--- config.mk ---
export PLATFORM = sky130hd
export DESIGN_NAME = fsk_symbol_scheduler
export DESIGN_NICKNAME = d
export VERILOG_FILES = /design/src/rtl/fsk_symbol_scheduler.sv
export SDC_FILE = /design/constraint.sdc
export NUM_CORES = 1
export LEC_CHECK = 0
export ABC_AREA = 1
export CAP_MARGIN = 10
export CORE_AREA = 2 2 88 90
export CTS_CLUSTER_SIZE = 40
export DETAILED_ROUTE_END_ITERATION = 7
export DIE_AREA = 0 0 90 92
export PLACE_DENSITY = 0.83
export SLEW_MARGIN = 15
export SYNTH_ARGS = -nofsm -noshare
export SYNTH_HDL_FRONTEND = slang
export SYNTH_SLANG_ARGS = --single-unit
--- constraint.sdc ---
create_clock -name clk -period 2.46 [get_ports clk]
set_input_delay 0.246 -clock clk [delete_from_list [all_inputs] [get_ports clk]]
set_output_delay 0.246 -clock clk [all_outputs]
set_load 0.005 [all_outputs]
--- src/rtl/fsk_symbol_scheduler.sv ---
// rtl/fsk_symbol_scheduler.sv - FSK frame scheduler: alternating preamble, then each byte sent as four
// 2-bit symbols MSB pair first, with a one-cycle modulator restart strobe at the start of every symbol.
module fsk_symbol_scheduler #(
  parameter int unsigned SYM_CYCLES    = 64,
  parameter int unsigned PREAMBLE_SYMS = 4,
  parameter logic [1:0]  IDLE_SYM      = 2'd3
) (
  input  logic       clk,
  input  logic       reset,
  input  logic       start,
  input  logic [7:0] frame_len,
  input  logic [7:0] data_in,
  input  logic       data_valid,
  output logic       data_ready,
  output logic [1:0] sym_sel,
  output logic       mod_reset_n,
  output logic       busy,
  output logic       done,
  output logic       underrun
);

  localparam logic [15:0] LP_TIMER_LAST = 16'(SYM_CYCLES - 1);
  localparam logic [7:0]  LP_PRE_LAST   = 8'(PREAMBLE_SYMS - 1);

  typedef enum logic [1:0] {
    S_IDLE     = 2'd0,
    S_PREAMBLE = 2'd1,
    S_DATA     = 2'd2
  } state_t;

  state_t      r_state;
  state_t      w_state_next;
  logic [15:0] r_timer;
  logic [7:0]  r_pre_cnt;
  logic [7:0]  r_len;
  logic [7:0]  r_bytes_loaded;
  logic [7:0]  r_bytes_accepted;
  logic [1:0]  r_pair;
  logic [7:0]  r_buf;
  logic [7:0]  r_shift;
  logic        r_buf_full;

  logic w_boundary;
  logic w_start_ok;
  logic w_handshake;
  logic w_load;
  logic w_done;
  logic w_underrun;

  assign w_boundary  = (r_state != S_IDLE) && (r_timer == LP_TIMER_LAST);
  assign w_start_ok  = start && (frame_len != 8'd0);
  assign data_ready  = (r_state != S_IDLE) && !r_buf_full && (r_bytes_accepted < r_len);
  assign w_handshake = data_valid && data_ready;

  always_ff @(posedge clk or negedge reset) begin
    if (!reset) begin
      r_state <= S_IDLE;
    end else begin
      r_state <= w_state_next;
    end
  end

  // Frame decisions are only taken on the boundary of the last symbol of a preamble or byte.
  always_comb begin
    w_state_next = r_state;
    w_load       = 1'b0;
    w_done       = 1'b0;
    w_underrun   = 1'b0;
    case (r_state)
      S_IDLE: begin
        if (w_start_ok) begin
          w_state_next = S_PREAMBLE;
        end
      end
      S_PREAMBLE: begin
        if (w_boundary && (r_pre_cnt == LP_PRE_LAST)) begin
          if (r_buf_full) begin
            w_load       = 1'b1;
            w_state_next = S_DATA;
          end else begin
            w_underrun   = 1'b1;
            w_state_next = S_IDLE;
          end
        end
      end
      S_DATA: begin
        if (w_boundary && (r_pair == 2'd3)) begin
          if (r_bytes_loaded == r_len) begin
            w_done       = 1'b1;
            w_state_next = S_IDLE;
          end else if (r_buf_full) begin
            w_load = 1'b1;
          end else begin
            w_underrun   = 1'b1;
            w_state_next = S_IDLE;
          end
        end
      end
      default: begin
        w_state_next = S_IDLE;
      end
    endcase
  end

  always_ff @(posedge clk or negedge reset) begin
    if (!reset) begin
      r_timer          <= 16'd0;
      r_pre_cnt        <= 8'd0;
      r_len            <= 8'd0;
      r_bytes_loaded   <= 8'd0;
      r_bytes_accepted <= 8'd0;
      r_pair           <= 2'd0;
      r_buf            <= 8'd0;
      r_shift          <= 8'd0;
      r_buf_full       <= 1'b0;
    end else if (r_state == S_IDLE) begin
      r_timer <= 16'd0;
      if (w_start_ok) begin
        r_len            <= frame_len;
        r_pre_cnt        <= 8'd0;
        r_bytes_loaded   <= 8'd0;
        r_bytes_accepted <= 8'd0;
        r_pair           <= 2'd0;
        r_buf_full       <= 1'b0;
      end
    end else begin
      r_timer <= w_boundary ? 16'd0 : r_timer + 16'd1;
      if (w_handshake) begin
        r_buf            <= data_in;
        r_buf_full       <= 1'b1;
        r_bytes_accepted <= r_bytes_accepted + 8'd1;
      end
      if (w_boundary) begin
        if (r_state == S_PREAMBLE) begin
          r_pre_cnt <= r_pre_cnt + 8'd1;
        end else begin
          r_pair  <= r_pair + 2'd1;
          r_shift <= {r_shift[5:0], 2'b00};
        end
      end
      // A load never coincides with a handshake: the buffer is full for one and empty for the other.
      if (w_load) begin
        r_shift        <= r_buf;
        r_buf_full     <= 1'b0;
        r_bytes_loaded <= r_bytes_loaded + 8'd1;
        r_pair         <= 2'd0;
      end
      if (w_done || w_underrun) begin
        r_buf_full <= 1'b0;
        r_timer    <= 16'd0;
      end
    end
  end

  always_comb begin
    sym_sel = IDLE_SYM;
    case (r_state)
      S_PREAMBLE: sym_sel = r_pre_cnt[0] ? 2'd3 : 2'd0;
      S_DATA:     sym_sel = r_shift[7:6];
      default:    sym_sel = IDLE_SYM;
    endcase
  end

  assign mod_reset_n = !((r_state != S_IDLE) && (r_timer == 16'd0));
  assign busy        = (r_state != S_IDLE);
  assign done        = w_done;
  assign underrun    = w_underrun;

endmodule

## After elaboration in Yosys (flattened, before gate mapping)

Cells that the tools add are included.

- Register bits: 69
- Input port bits: 20
- Output and inout bits: 7
- Logic and storage cells: 106

- $add $sub $neg: 5
- $lt $le $gt $ge: 1
- Equality and inequality tests: 12
- Multiplexer cells: 46
- Bitwise operators: 1
- Reduce and logical (&&, ||, !) cells: 31

Operators by type and width:

| kind | number |
|---|---|
| $mux W8 | 11 |
| $mux W16 | 3 |
| $add A8 B1 Y8 const B | 3 |
| $mux W2 | 12 |
| $add A16 B1 Y16 const B | 1 |
| $eq A16 B6 Y1 const B | 1 |
| $logic_not A16 Y1 | 1 |
| $mux W1 | 16 |
| $reduce_bool A2 Y1 | 6 |
| $reduce_and A2 Y1 | 5 |
| $reduce_and A3 Y1 | 3 |
| $eq A8 B2 Y1 const B | 1 |
| $eq A8 B8 Y1 | 1 |
| $logic_and A1 B1 Y1 | 8 |
| $lt A8 B8 Y1 | 1 |
| $ne A2 B2 Y1 const B | 4 |
| $reduce_bool A8 Y1 | 1 |
| $ne A3 B3 Y1 const B | 2 |
| $pmux W2 S3 | 1 |
| $eq A2 B2 Y1 const B | 2 |
| $pmux W1 S2 | 2 |
| $pmux W2 S2 | 1 |
| $reduce_and A4 Y1 | 1 |
| $reduce_bool A4 Y1 | 1 |
| other kinds (7) | 8 |

## Logic depth before layout (Yosys ltp)

- Depth after elaboration: 8
- Gate-level depth with buffers: 14
- Gate-level depth less buffers: 14

## Least setup slack after synthesis

No wires, ideal clock.

- Kind: reg2reg
- Start: register r_state[0]
- End: register r_bytes_accepted[0]
- Arrival time: 1.730 ns
- Data required time: 2.334 ns
- Slack: 0.604 ns
- Stages on the path, launching flop included: 12
- Path through: dfrtp_1 > inv_1 > ha_1 > nor2_1 > nand3_1 > a221oi_1 > and2_1 > buf_4 > nand2_2 > nand2_1 > buf_4 > o21ai_0

- Cells in the longest elaborated chain, start to end: 6
- Elaborated cells on any way between the ends: 9
- Classes of those cells: 1 x eq/ne; 1 x mux; 7 x reduce/logical

Ends and longest elaborated chain:

| what | line | RTL |
|---|---|---|
| start: declaration | 31 | `state_t r_state;` |
| start signal: assignment | 59 | `r_state <= w_state_next;` |
| $reduce_bool A2 Y1 | 52 | `assign data_ready = (r_state != S_IDLE) && !r_buf_full && (r_bytes_accepted < r_len);` |
| $logic_and A1 B1 Y1 (2 in series) | 52 |  |
| net data_ready | 14 | `output logic data_ready,` |
| $logic_and A1 B1 Y1 | 53 | `assign w_handshake = data_valid && data_ready;` |
| $reduce_bool A2 Y1 (no source line) | - |  |
| $reduce_and A2 Y1 (no source line) | - |  |
| end signal: assignment | 131 | `r_bytes_accepted <= r_bytes_accepted + 8'd1;` |
| end: declaration | 37 | `logic [7:0] r_bytes_accepted;` |

The timed path passes the listed nets, and every way through them passes these cells.
A chain may end at the register's enable or synchronous reset.

## Final worst setup path

- Start: register r_timer[1]
- End: output port done

- Cells in the longest elaborated chain, start to end: 5

Ends and longest elaborated chain:

| what | line | RTL |
|---|---|---|
| start: declaration | 33 | `logic [15:0] r_timer;` |
| start signal: assignment | 127 | `r_timer <= w_boundary ? 16'd0 : r_timer + 16'd1;` |
| $eq A16 B6 Y1 | 50 | `assign w_boundary = (r_state != S_IDLE) && (r_timer == LP_TIMER_LAST);` |
| $logic_and A1 B1 Y1 | 50 |  |
| $logic_and A1 B1 Y1 | 87 | `if (w_boundary && (r_pair == 2'd3)) begin` |
| $mux W1 | 87 |  |
| $mux W1 | 69 | `case (r_state)` |
| end: declaration | 18 | `output logic done,` |

No other way between the ends.

==> flow_metrics.tcl <==
set metrics [dict create \
    power_uw 4060 \
    required_ps 2210 \
    area_growth_pct 16.7 \
    finalHoldViolCount 0 \
    grt_pass1_vias 3023 \
    synth_top_family_by_area "simple AND/OR/NAND/NOR gates" \
    synth-compound-area-share_pct 7.80 \
    ys_seq_area_share_pct 44.5 \
    routed_wirelength_um 7940 \
    detail-route-antenna-nets 0 \
    syn_area_per_cell_sq_um 7.89 \
    vias_per_cell 5.11 \
    finalCritPeriodShare_pct 97.5 \
    grtUsageTotal_pct 20.6 \
    end_kind "output port" \
    critical_path_class "flop to output port" \
    skew_ps 4.95 \
    synth-edff-count 0 \
    syn_area_sq_mm 0.00388 \
    die_h_um 92 \
    clkSinkCount 69 \
    slew_viol_final 0 \
    die-area_sq_mm 0.00828 \
    synth_xor_area_share_pct 4.96 \
    hpwl_um 5670 \
    ir_drop_mv 0.703 \
    globalplace.congestion 0.855 \
    final_nets 567 \
    drcViolationCount 0 \
    yosys_warnings 0 \
    via_count 3252 \
    finalSetupViolCount 0 \
    layout_common_cells "136 x nand2_1, 67 x dfrtp_1, 53 x nor2_1" \
    cp-start-kind "flop" \
    routedWlPerCell_um 12.5 \
    ys_ff_latch 69 \
    dieWidth_um 90 \
    syn_nets 529 \
    max_freq_mhz 417 \
    initial_core_util_pct 52.1 \
    core_area_sq_mm 0.00745 \
    cp_data_arrival_time_ps 2150 \
    cap_viol_max_count 0 \
    fin_util_pct 60.8 \
    clkTransAtPathRegs_ps 70 \
    ios 27 \
    final_area_sq_mm 0.00453 \
    drt_first_pass_iters 7 \
    htreeDepth 3 \
    relSlewSlack_pct 62.9 \
    drive_gt1_share_pct 10.3 \
    synth_flop_cell "dfrtp_1" \
    grt_pass1_wl_um 13600 \
    syn_inst 492 \
    cts.path.max_buffers 2 \
    cts_tree "yes" \
    cts_root_buffer "clkbuf_8" \
    p_per_area_mw_per_mm2 897 \
    placed_cell_area_sq_mm 0.00428 \
    grt_max_degree 47 \
    status "finished, final reports clean" \
    worstSkewPairLatency_ps 350 \
    async_flop_share_pct 100 \
    synthAdderAreaFrac_pct 5.48 \
    final_common_cell "nand2_1" \
    synth-simple-area-share_pct 30.3 \
    fin_setup_tns_ps 0 \
    portBuffers 26 \
    drtIter0Drc 135 \
    cts_made_buffers 9 \
    synth_mux_area_share_pct 0 \
    antenna_found_initial 0 \
    holdCritPathClass "input pin to asynchronous set/reset pin" \
    p_leak_uw 0.00218 \
    insertedDiodeCount 0 \
    worst_pin_slew_ps 555 \
    rsz0062_at_grt "yes" \
    grt_overflow 0 \
    period_needed_ps 2400 \
    worstPathMaxFanout 4 \
    rows 32 \
    ys_types 37 \
]
[path summary, 6_finish.rpt]
check                                start                  end  slack, ps  cells after the start
worst max register to register    r_len[6]  r_bytes_accepted[6]        400                     11
worst min register to register    r_buf[4]             r_buf[4]        480                      2
worst max-delay path            r_timer[1]                 done         60                      8
max in group asynchronous            reset           r_timer[4]       1400                      3
worst min-delay path                 reset          r_timer[11]        420                      2
min in group clk                data_in[5]             r_buf[5]        450                      3
[cell families after synthesis]
family | count (synthesis)
AOI/OAI and AO/OA | 54
adders and majority gates | 17
DFF | 69
xor gates and xnor gates | 22
and+or+nand+nor | 263
buffers and inverters | 67
[registers in the layout, summed over array words and instances, names as in the netlist]
| name | count |
|---|---|
| r_buf_full | 1 |
| r_buf | 8 |
| r_pre_cnt | 8 |
| r_state | 2 |
| r_bytes_loaded | 8 |
| r_shift | 8 |
| r_timer | 16 |
| r_len | 8 |
| r_pair | 2 |
| r_bytes_accepted | 8 |
[timing repair]
| item | 4_1_cts | 5_1_grt |
|---|---|---|
| endpoints found under the setup margin | 4 | 2 |
| hold buffers | 1 | 0 |
| gates resized for setup | 6 | 7 |
| buffers inserted | 1 | 1 |
| pin swaps | 3 | 1 |
| hold endpoints to repair | 23 | 0 |
[where the power goes]
group	switching (uW)	internal, uW
logic	1010	672
registers	134	1340
clock network	425	489
total	1570	2500
[critical path: stages (launching register included)]
cell and delay, ps:
dfrtp_1 410, ha_4 180, nand3_4 100, nor2_4 140, nand3_4 120, nor2_4 120, nand2_1 70, nor2_2 140
clkdlybuf4s50_1 520
[cells in the mapped netlist, drive strengths merged (3+ instances only)]
| master | number | area share (%) |
|---|---|---|
| nor4 | 3 | 0.48 |
| buf | 5 | 0.93 |
| a21oi | 14 | 1.8 |
| o21ai | 33 | 4.6 |
| clkbuf | 4 | 0.39 |
| xnor2 | 7 | 1.6 |
| xor2 | 15 | 3.4 |
| nand3 | 35 | 5.2 |
| ha | 17 | 5.5 |
| nor3 | 10 | 1.3 |
| inv | 58 | 5.6 |
| dfrtp | 69 | 44 |
| nand4 | 6 | 1.1 |
| nor2 | 60 | 6.6 |
| nand2 | 143 | 15 |
[layout make-up]
class,count,area (sq um)
Fill cell,657,2920
Clock buffer,11,141
Sequential cell,69,1730
Inverter,58,218
Clock inverter,5,50.0
Timing Repair Buffer,36,347
Tap cell,102,128
Multi-Input combinational cell,356,1920
[stage by stage]
step / setup slack [ps] / cells / hold WS (ps)
after global routing: -43.8 / 637 / 455
after global placement: 220 / 618 / 264
after floorplan: 604 / 492 / -49.6
after CTS: 0.152 / 636 / 436
after detailed placement: 162 / 618 / 271
final: 60.8 / 637 / 423
[routing by layer]
layer  GRT usage [%]  vias up  wire, um
met4            8.59        0       162
met1            26.5     1508      3690
met2            33.3       81      3730
met3            5.51       17       348
met5               0        -         0
li1                -     1646         -
(Power assumes the default switching activity.)
